$ cat config.mk
export PLATFORM = sky130hd
export DESIGN_NAME = ro_pwm_gen
export DESIGN_NICKNAME = d
export VERILOG_FILES = /design/src/rtl/ro_pwm_gen_pkg.sv /design/src/rtl/ro_pwm_prescaler.sv /design/src/rtl/ro_pwm_gen.sv
export SDC_FILE = /design/constraint.sdc
export NUM_CORES = 1
export LEC_CHECK = 0
export ABC_CLOCK_PERIOD_IN_PS = 3580
export BUFFER_PORTS_ARGS = -buffer_cell sky130_fd_sc_hd__clkbuf_2
export CAP_MARGIN = 20
export CORE_ASPECT_RATIO = 1.1
export CORE_MARGIN = 2
export CORE_UTILIZATION = 40
export CTS_BUF_LIST = sky130_fd_sc_hd__clkbuf_8 sky130_fd_sc_hd__clkbuf_16
export DETAILED_ROUTE_END_ITERATION = 8
export GPL_ROUTABILITY_DRIVEN = 1
export MAX_ROUTING_LAYER = met4
export RECOVER_POWER = 25
export SLEW_MARGIN = 20
export SYNTH_ARGS = -nofsm -noshare
export SYNTH_HDL_FRONTEND = slang
export SYNTH_HIERARCHICAL = 1
export SYNTH_SLANG_ARGS = --single-unit
$ cat constraint.sdc
create_clock -name mclk -period 3.58 [get_ports mclk]
set_input_delay 0.179 -clock mclk [delete_from_list [all_inputs] [get_ports mclk]]
set_output_delay 0.179 -clock mclk [all_outputs]
set_load 0.05 [all_outputs]
$ cat src/rtl/ro_pwm_gen_pkg.sv
// Shared register map, bit positions and FSM encoding for the RO PWM strobe generator.
package ro_pwm_gen_pkg;

  // byte offsets from BASE_ADDR
  localparam logic [3:0] OFS_CTRL   = 4'h0;
  localparam logic [3:0] OFS_PERIOD = 4'h2;
  localparam logic [3:0] OFS_DUTY   = 4'h4;
  localparam logic [3:0] OFS_CNT    = 4'h6;
  localparam logic [3:0] OFS_BURST  = 4'h8;
  localparam logic [3:0] OFS_STAT   = 4'hA;

  localparam int unsigned CTRL_EN    = 0;
  localparam int unsigned CTRL_POL   = 1;
  localparam int unsigned CTRL_PS_LO = 2;
  localparam int unsigned CTRL_PS_HI = 3;
  localparam int unsigned CTRL_IE    = 4;

  localparam int unsigned STAT_PD = 0;
  localparam int unsigned STAT_BD = 1;

  typedef enum logic {
    ST_IDLE = 1'b0,
    ST_RUN  = 1'b1
  } pwm_state_e;

endpackage

$ cat src/rtl/ro_pwm_prescaler.sv
// Clock-enable prescaler for the PWM counter: tick every 1/2/4/8 mclk cycles while enabled.
module ro_pwm_prescaler (
  input  logic       mclk,
  input  logic       puc_rst,
  input  logic       en,
  input  logic [1:0] presc,
  output logic       tick
);

  logic [2:0] count;
  logic [2:0] limit;

  always_comb begin
    limit = 3'd0;
    case (presc)
      2'd0: limit = 3'd0;
      2'd1: limit = 3'd1;
      2'd2: limit = 3'd3;
      2'd3: limit = 3'd7;
      default: limit = 3'd0;
    endcase
  end

  assign tick = en & (count == limit);

  always_ff @(posedge mclk or posedge puc_rst) begin
    if (puc_rst)
      count <= '0;
    else if (!en || tick)
      count <= '0;
    else
      count <= count + 3'd1;
  end

endmodule

$ cat src/rtl/ro_pwm_gen.sv
// PWM gating strobe for the RO sensor peripheral, on the MSP430 per_* bus.
// Optional burst mode (fixed number of periods) enabled by macro RO_PWM_BURST_EN.
module ro_pwm_gen
  import ro_pwm_gen_pkg::*;
#(
  parameter logic [14:0] BASE_ADDR = 15'h01A0,
  parameter int unsigned DEC_WD    = 4,
  parameter int unsigned CNT_W     = 16
) (
  input  logic        mclk,
  input  logic        puc_rst,
  input  logic [13:0] per_addr,
  input  logic [15:0] per_din,
  input  logic        per_en,
  input  logic [1:0]  per_we,
  output logic [15:0] per_dout,
  output logic        pwm_out,
  output logic        irq
);

  localparam logic [CNT_W-1:0] CNT_ONE = 1;

  logic              reg_sel, reg_wr, reg_rd;
  logic [DEC_WD-1:0] reg_ofs;
  logic              wr_ctrl, wr_period, wr_duty, wr_stat;

  logic              ctrl_en, ctrl_pol, ctrl_ie;
  logic [1:0]        ctrl_presc;
  logic [CNT_W-1:0]  period_sh, duty_sh, per_act, duty_act, cnt;
  logic              stat_pd, stat_bd;
  pwm_state_e        state, next_state;

  logic              active, tick, wrap, start, burst_end;
  logic [15:0]       burst_rd;

  assign reg_sel   = per_en & (per_addr[13:DEC_WD-1] == BASE_ADDR[14:DEC_WD]);
  assign reg_ofs   = {per_addr[DEC_WD-2:0], 1'b0};
  assign reg_wr    = reg_sel & (|per_we);
  assign reg_rd    = reg_sel & ~(|per_we);
  assign wr_ctrl   = reg_wr & (reg_ofs == OFS_CTRL);
  assign wr_period = reg_wr & (reg_ofs == OFS_PERIOD);
  assign wr_duty   = reg_wr & (reg_ofs == OFS_DUTY);
  assign wr_stat   = reg_wr & (reg_ofs == OFS_STAT);

  // Gating on the live EN bit as well as the state lets a software stop
  // silence the strobe and clear the counter one edge after the write.
  assign active = (state == ST_RUN) & ctrl_en;
  assign start  = (state == ST_IDLE) & ctrl_en;
  assign wrap   = active & tick & (cnt == per_act);

  ro_pwm_prescaler u_presc (
    .mclk    (mclk),
    .puc_rst (puc_rst),
    .en      (active),
    .presc   (ctrl_presc),
    .tick    (tick)
  );

`ifdef RO_PWM_BURST_EN
  logic        wr_burst;
  logic [15:0] burst_prog, burst_rem;

  assign wr_burst  = reg_wr & (reg_ofs == OFS_BURST);
  assign burst_end = wrap & (burst_rem == 16'd1);
  assign burst_rd  = (state == ST_RUN) ? burst_rem : burst_prog;

  always_ff @(posedge mclk or posedge puc_rst) begin
    if (puc_rst) begin
      burst_prog <= '0;
      burst_rem  <= '0;
    end else begin
      if (wr_burst)
        burst_prog <= per_din;
      if (start)
        burst_rem <= burst_prog;
      else if (wrap && (burst_rem != '0))
        burst_rem <= burst_rem - 16'd1;
    end
  end
`else
  assign burst_end = 1'b0;
  assign burst_rd  = '0;
`endif

  always_ff @(posedge mclk or posedge puc_rst) begin
    if (puc_rst)
      state <= ST_IDLE;
    else
      state <= next_state;
  end

  always_comb begin
    next_state = state;
    case (state)
      ST_IDLE: if (ctrl_en) next_state = ST_RUN;
      ST_RUN:  if (!ctrl_en || burst_end) next_state = ST_IDLE;
      default: next_state = ST_IDLE;
    endcase
  end

  always_ff @(posedge mclk or posedge puc_rst) begin
    if (puc_rst) begin
      ctrl_en    <= 1'b0;
      ctrl_pol   <= 1'b0;
      ctrl_presc <= '0;
      ctrl_ie    <= 1'b0;
      period_sh  <= '0;
      duty_sh    <= '0;
      stat_pd    <= 1'b0;
      stat_bd    <= 1'b0;
    end else begin
      if (wr_ctrl) begin
        ctrl_en    <= per_din[CTRL_EN];
        ctrl_pol   <= per_din[CTRL_POL];
        ctrl_presc <= per_din[CTRL_PS_HI:CTRL_PS_LO];
        ctrl_ie    <= per_din[CTRL_IE];
      end
      if (burst_end)
        ctrl_en <= 1'b0;
      if (wr_period)
        period_sh <= per_din;
      if (wr_duty)
        duty_sh <= per_din;
      stat_pd <= wrap | (stat_pd & ~(wr_stat & per_din[STAT_PD]));
      stat_bd <= burst_end | (stat_bd & ~(wr_stat & per_din[STAT_BD]));
    end
  end

  always_ff @(posedge mclk or posedge puc_rst) begin
    if (puc_rst) begin
      cnt      <= '0;
      per_act  <= '0;
      duty_act <= '0;
      pwm_out  <= 1'b0;
    end else begin
      if (!active)
        cnt <= '0;
      else if (tick)
        cnt <= (cnt == per_act) ? '0 : cnt + CNT_ONE;
      if (start || wrap) begin
        per_act  <= period_sh;
        duty_act <= duty_sh;
      end
      pwm_out <= active & ((cnt < duty_act) ^ ctrl_pol);
    end
  end

  assign irq = ctrl_ie & (stat_pd | stat_bd);

  always_comb begin
    per_dout = '0;
    if (reg_rd) begin
      case (reg_ofs)
        OFS_CTRL:   per_dout = {(state == ST_RUN), 10'b0, ctrl_ie, ctrl_presc, ctrl_pol, ctrl_en};
        OFS_PERIOD: per_dout = period_sh;
        OFS_DUTY:   per_dout = duty_sh;
        OFS_CNT:    per_dout = cnt;
        OFS_BURST:  per_dout = burst_rd;
        OFS_STAT:   per_dout = {14'b0, stat_bd, stat_pd};
        default:    per_dout = '0;
      endcase
    end
  end

endmodule

==> key figures, run 1 <==
Global route
  • Global-route wire length before repair: 19.3 mm
  • Initial antenna violation count: 0
  • Largest net degree at the start of global routing: 43
  • Total congestion overflow: 0
  • Tot GR Track Use: 0.185
  • Number of global-route vias before repair: 3680

Synthesis
  • Main flop type after synthesis: dfrtp_1
  • Most numerous cell in the Yosys netlist: dfrtp_1
  • Largest family of logic cells by synthesized area: multiplexers
  • Synth area leaders: dfrtp_1, mux2_2, mux2_4
  • Mux cell area share after synthesis: 0.219
  • #FFs+latches synth: 92
  • Sequential share of the synthesized area: 0.439
  • Synth cell types: 60
  • XOR/XNOR share of the synthesized area: 0.0300
  • Synth warnings: 6
  • Post-Synthesis Net Count: 494
  • Top post-synthesis cells by count: dfrtp_1, mux2_2, mux2_4
  • Ys async rst share: 1.00
  • Post-Synth Simple-Gate Area: 0.128
  • EDFF count, synth: 0
  • Cell Area, Synth: 0.00525 sq mm
  • Post-synthesis compound-gate area fraction: 0.0930
  • Post-synth top area cell: dfrtp_1
  • Syn avg cell area: 11.9 sq um
  • Post-synth top area share: 0.439
  • Synth Instances: 442
  • Post-Synth Adder-Cell Area: 0.0405

Hold path
  • Hold WC Path Type: input port to flip-flop
  • Hold Path End: stat_bd
  • Hold depth: 2
  • Hold Path Origin: per_din[1]

Job
  • Max_cap viols: 1

Die
  • Die Y: 124 microns
  • Initial Utilization: 0.413
  • CORE AREA: 0.0127 sq mm
  • FP Rows: 43
  • I/O Pins: 53
  • Die area: 0.0141 sq mm
  • Die W: 113 microns

Layout
  • Diode count: 0
  • P&R area growth vs syn: 12.5%
  • Final Net Count: 542
  • Utilization after layout: 0.465
  • Layout cells sized above 1: 0.354

Place
  • HPWL Detailed: 8.55 mm
  • GPL Wtd Cong: 0.826
  • IO Port Bufs: 52

Timing
  • Max-slew headroom: -0.284
  • RSZ-0062 raised after global routing: no
  • Fmax: 361 MHz
  • Final setup violation count: 0
  • Final Hold Slack: 0.0658 ns
  • Final setup TNS: 0 ns
  • Pin slew with the least headroom to its limit: 1.91 ns
  • Final max-slew violation count: 43
  • Crit path time final: 2.77 ns
  • Final Skew: 0.00812 ns
  • Tcrit/Tclk final: 0.774
  • Final Hold Fails: 0

Clocking
  • CTS root buffer: clkbuf_16
  • Clk sinks: 92
  • Setup Fix Bufs, Post-CTS: 0
  • H-tree depth: 3
  • Hold buffers post-CTS: 1
  • CTS tree: built
  • Worst-skew pair later-pin latency: 0.35 ns
  • Clock transition at path regs: 0.07 ns
  • Clock Path Buffers: 2
  • Num CTS Buffers: 9
  • Cts repair resizes: 0

Critical path
  • Flop-to-flop setup slack: 0.81 ns
  • Worst Setup End Kind: flip-flop
  • Worst r2r src: ctrl_presc[0]
  • Worst R2R Path Depth: 7
  • Crit path kind: flip-flop to flip-flop
  • Maximum fanout along the worst path: 32
  • Reg2reg end: per_act[15]
  • WP data required: 3.81 ns
  • Type of origin of the critical path: flip-flop
  • CP arrival: 3.01 ns
  • Crit-path cells: or2_4 -> a2111oi_4 -> o21a_1 -> nand2_1 -> o22ai_4 -> buf_4 -> mux2_2
  • Slowest-stage cell, CP: buf_4
  • Max stage delay on crit path: 0.51 ns

Power and ir drop
  • NetSw: 0.462 mW
  • Pwr per Cell Area: 365 mW/mm^2
  • Register share of total power: 0.482
  • Comb pwr share: 0.034
  • Internal: 1.70 mW
  • Switching share of total power: 0.214
  • Maximum vdd drop: 0.226 mV
  • Clk pwr share: 0.484
  • Pleak: 2.81 nW

Detailed routing
  • Starting DRT DRC Count: 154
  • Residual DRC: 0
  • Drt via density: 5.44
  • Total number of vias: 3548
  • Drt total wl: 11.7 mm
  • Post-DRT Antenna Nets: 0
  • Avg WL per Cell: 18.0 microns
  • DRT Pass-1 Iters: 5

Status
  • Status: finished, violations left
  • Failing checks: capacitance limit, slew limit
## sequential cells by signal (all words and copies together) (netlist names)
name	cells
ctrl_ie	1
per_act	16
stat_bd	1
ctrl_pol	1
ctrl_presc	2
cnt	16
duty_act	16
stat_pd	1
period_sh	16
state	1
u_presc/count	3
duty_sh	16
ctrl_en	1
pwm_out	1
## kinds of logic (layout without fill, tap and decap cells)
logic type	count (synthesis)	in the layout
simple gates	112	112
flops	92	92
mux	91	91
compound gates	63	63
buf+inv	49	102
xor+xnor	18	18
fa+ha+maj	17	17
## power by group through the flow
stage	clock network, mW	registers [mW]	logic, mW
CTS	1.06	1.04	0.0786
finish	1.04	1.04	0.0741
global placement	0	1.06	0.0750
global route	1.12	1.04	0.0845
detailed placement	0	1.06	0.0779
floorplan	0	1.06	0.0409
## per-stage QoR
stage                     cell area, sq um  std cells  worst slack [ns]  total power, mW
after floorplan                       5250        442              1.09             1.10
after global placement                5590        635             0.935             1.13
after detailed placement              5590        635             0.836             1.14
after CTS                             5930        652             0.819             2.18
after global routing                  5910        652             0.630             2.24
final                                 5910        652             0.809             2.16
## layout by cell type (no fill, tap or decap), types with 9 or more instances in the layout
master | Yosys | layout
dfrtp_1 | 92 | 92
mux2_2 | 49 | 49
clkbuf_2 | 0 | 49
mux2_4 | 30 | 30
nor2_1 | 25 | 25
inv_1 | 24 | 23
nand2_1 | 21 | 21
xor2_1 | 18 | 18
ha_1 | 17 | 17
nand3_1 | 10 | 10
mux2i_1 | 10 | 10
a22oi_1 | 10 | 10
clkbuf_16 | 0 | 9
## worst max-delay path by stage
stage	startpoint	endpoint	slack, ns	cells past startpoint
global route	puc_rst	duty_act[15]	0.63	4
global placement	ctrl_presc[0]	per_act[15]	0.94	7
finish	ctrl_presc[0]	per_act[15]	0.81	7
floorplan	puc_rst	cnt[0]	1.09	1
detailed placement	ctrl_presc[0]	duty_act[15]	0.84	7
CTS	ctrl_presc[0]	per_act[15]	0.82	7
## area by class of cell
cell class | instances | area (sq um)
clock buffers | 10 | 239
clock inverters | 6 | 87.6
fillers | 1179 | 6790
inverters | 25 | 95.1
multi-input cells | 301 | 2660
flip-flops and latches | 92 | 2300
well taps | 157 | 196
repair buffers | 61 | 323
## critical path, delay by kind of cell, from the launching register on
kind / cells / cell delay, ns
compound gates: 3 / 0.85
buf+inv: 1 / 0.51
flops: 1 / 0.44
mux: 1 / 0.41
simple gates: 2 / 0.43
## per-layer routing
layer  part of all wire  vias to the layer above  track usage
met1               0.48                     1757        0.246
met3              0.032                       13       0.0292
met4              0.016                        0       0.0686
li1                   -                     1710            -
met2               0.48                       68        0.289
met5                  0                        -            -
No activity file was read; power rests on OpenSTA's default activity.
==> run 2: changes to the inputs <==
--- a/config.mk
+++ b/config.mk
@@ -5,7 +5,8 @@
 export SDC_FILE = /design/constraint.sdc
 export NUM_CORES = 1
 export LEC_CHECK = 0
-export ABC_CLOCK_PERIOD_IN_PS = 3580
+export ABC_AREA = 1
+export ABC_CLOCK_PERIOD_IN_PS = 2900
 export BUFFER_PORTS_ARGS = -buffer_cell sky130_fd_sc_hd__clkbuf_2
 export CAP_MARGIN = 20
 export CORE_ASPECT_RATIO = 1.1
==> constraint.sdc (replaced) <==
create_clock -name mclk -period 2.9 [get_ports mclk]
set_input_delay 0.145 -clock mclk [delete_from_list [all_inputs] [get_ports mclk]]
set_output_delay 0.145 -clock mclk [all_outputs]
set_load 0.05 [all_outputs]
==> run 2 against run 1 <==
The run still ends with capacitance limit, slew limit left. Sequential power up 23%. Wire length up 4.2%. Critical path depth unchanged. Register-to-register slack worse by 0.09 ns. Combinational power up 14%. Non-clock buffer count down 1. Global-route usage up 2.1 points. Clock power up 22%. Design area down 4.4%. Worst setup slack worse by 0.26 ns. First-iteration DRC count up 83%. Highest routed layer unchanged. Synthesized cell count up 41%.
==> key figures, run 2 <==
Global route
  • Largest net degree at the start of global routing: 48
  • Tot GR Track Use: 0.207
  • Number of global-route vias before repair: 4171
  • Initial antenna violation count: 0
  • Global-route wire length before repair: 20.6 mm
  • Total congestion overflow: 0

Die
  • FP Rows: 42
  • Die W: 110 microns
  • Initial Utilization: 0.410
  • Die area: 0.0132 sq mm
  • I/O Pins: 53
  • Die Y: 120 microns
  • CORE AREA: 0.0120 sq mm

Layout
  • P&R area growth vs syn: 14.5%
  • Commonest non-fill, non-tap cell in the layout: nand2_1
  • Most frequent cells in the layout: nand2_1, dfrtp_1, inv_1, o21ai_0, clkbuf_2
  • Fillers: 1203
  • Utilization after layout: 0.469
  • Layout cells sized above 1: 0.120
  • FF/Latch Area: 0.00230 sq mm
  • Final Net Count: 724
  • Final Cell Area: 0.00564 sq mm
  • Diode count: 0
  • Area taken by multi-input logic gates: 0.00223 sq mm

Timing
  • Final setup violation count: 0
  • Max-slew headroom: -0.221
  • Final Skew: 0.00848 ns
  • Final max-slew violation count: 47
  • Final setup TNS: 0 ns
  • Final Hold Fails: 0
  • Final worst setup slack: 0.545 ns
  • Pin slew with the least headroom to its limit: 1.83 ns
  • Tcrit/Tclk final: 0.812
  • Fmax: 425 MHz
  • RSZ-0062 raised after global routing: no
  • Crit path time final: 2.36 ns

Synthesis
  • Syn avg cell area: 7.89 sq um
  • #FFs+latches synth: 92
  • Synth cell types: 32
  • Most numerous cell in the Yosys netlist: nand2_1
  • Cell Area, Synth: 0.00493 sq mm
  • Post-synth top area cell: dfrtp_1
  • Main flop type after synthesis: dfrtp_1
  • Synth Instances: 625
  • Sequential share of the synthesized area: 0.467
  • Top post-synthesis cells by count: nand2_1, dfrtp_1, inv_1
  • Post-synth top area share: 0.467
  • Post-Synthesis Net Count: 677
  • EDFF count, synth: 0
  • Ys async rst share: 1.00
  • Synth warnings: 6
  • Synth area leaders: dfrtp_1, nand2_1, o21ai_0

Clocking
  • Worst-skew pair later-pin latency: 0.34 ns
  • Hold buffers post-CTS: 2
  • CTS root buffer: clkbuf_16
  • Clock Path Buffers: 2
  • CTS tree: built
  • Clock transition at path regs: 0.06 ns
  • H-tree depth: 3
  • Num CTS Buffers: 9
  • Cts repair resizes: 0
  • Setup Fix Bufs, Post-CTS: 0
  • Clk sinks: 92

Detailed routing
  • Drt total wl: 12.2 mm
  • Residual DRC: 0
  • Detail Route met2 WL: 5.87 mm
  • M1 WL: 5.79 mm
  • Starting DRT DRC Count: 282
  • Met3 wire length: 404 microns
  • Drt via density: 5.07
  • Avg WL per Cell: 14.7 microns
  • Post-DRT Antenna Nets: 0
  • DRT Pass-1 Iters: 4
  • Top Metal Used: met4
  • Total number of vias: 4216

Job
  • Max_cap viols: 1

Place
  • DP Worst Slack: 0.742 ns
  • GPL Wtd Cong: 0.843
  • HPWL Detailed: 8.73 mm
  • Post-Place Cell Area: 0.00532 sq mm
  • IO Port Bufs: 52

Critical path
  • Worst Setup End Kind: output port
  • Crit-path most repeated cell: clkbuf_2
  • Type of origin of the critical path: input port
  • Max stage delay on crit path: 0.56 ns
  • Crit-path cells: clkbuf_2 -> nor2_1 -> nand3b_1 -> nor3_1 -> nand2_1 -> a41oi_1 -> clkbuf_2
  • Slowest-stage cell, CP: nand2_1
  • Maximum fanout along the worst path: 16
  • WP data required: 2.76 ns
  • Crit path kind: input port to output port
  • CP arrival: 2.21 ns

Status
  • Status: finished, violations left
  • Failing checks: capacitance limit, slew limit

Hold path
  • Hold WC Path Type: input port to flip-flop

Power and ir drop
  • Pleak: 2.81 nW
  • Maximum vdd drop: 0.243 mV
  • Pwr per Cell Area: 468 mW/mm^2
[run 2: cell types whose count changed in the layout (fill, tap and decap cells not counted), moves of 6 or more]
cell,previous run,this run
nand2_1,21,203
o21ai_0,7,51
mux2_4,30,0
mux2i_1,10,0
a22oi_1,10,0
xnor2_1,0,7
nand3_1,10,49
a22o_1,6,0
mux2_2,49,0
a31o_2,6,0
inv_1,23,68
nand2b_1,6,0
[run 2: final timing paths]
check / start / endpoint / slack [ns] / cells after the start
max in group asynchronous: puc_rst / duty_act[8] / 0.90 / 3
min reg2reg: ctrl_en / state / 0.46 / 0
max reg2reg: ctrl_presc[1] / per_act[11] / 0.72 / 11
min in group asynchronous: puc_rst / u_presc/count[1] / 0.22 / 3
min: per_din[7] / duty_sh[7] / 0.04 / 3
max: per_addr[10] / per_dout[15] / 0.54 / 7
[run 2: cells by family (layout without fill, tap and decap cells)]
group           Yosys count  in the layout  synth area share
simple gates            307            307             0.265
buf+inv                  94            146            0.0789
flops                    92             92             0.467
compound gates           89             89            0.0995
xor+xnor                 26             26            0.0462
fa+ha+maj                17             17            0.0431
[run 2: cell type report]
type,instances,share of cell area
repair buffers,60,0.0594
well taps,154,0.0341
inverters,70,0.0466
multi-input cells,439,0.394
clock inverters,7,0.0177
flip-flops and latches,92,0.408
clock buffers,9,0.0399
[run 2: layer usage]
layer  GRT usage  up-vias
met2       0.314       69
met5           -        -
met4      0.0736        0
met1       0.284     2025
met3      0.0270        7
li1            -     2115
[run 2: stage by stage]
stage / hold slack [ns] / power [mW] / cells
floorplan: -0.101 / 1.35 / 625
global placement: 0.0236 / 1.39 / 813
detailed placement: 0.0326 / 1.39 / 813
CTS: 0.0376 / 2.67 / 831
global route: 0.0620 / 2.73 / 831
finish: 0.0439 / 2.64 / 831
[run 2: power by group]
| group | switching (mW) | internal (mW) | leakage, nW | total [mW] |
|---|---|---|---|---|
| Clock | 0.513 | 0.761 | 0.160 | 1.27 |
| Combinational | 0.0572 | 0.0276 | 1.38 | 0.0848 |
| Sequential | 0.000524 | 1.28 | 1.28 | 1.28 |
[run 2: critical path: cells and delay by family]
kind | cells | cell delay [ns]
AO/OA/AOI/OAI | 1 | 0.45
buffers and inverters | 2 | 0.42
AND/OR/NAND/NOR | 4 | 1.19
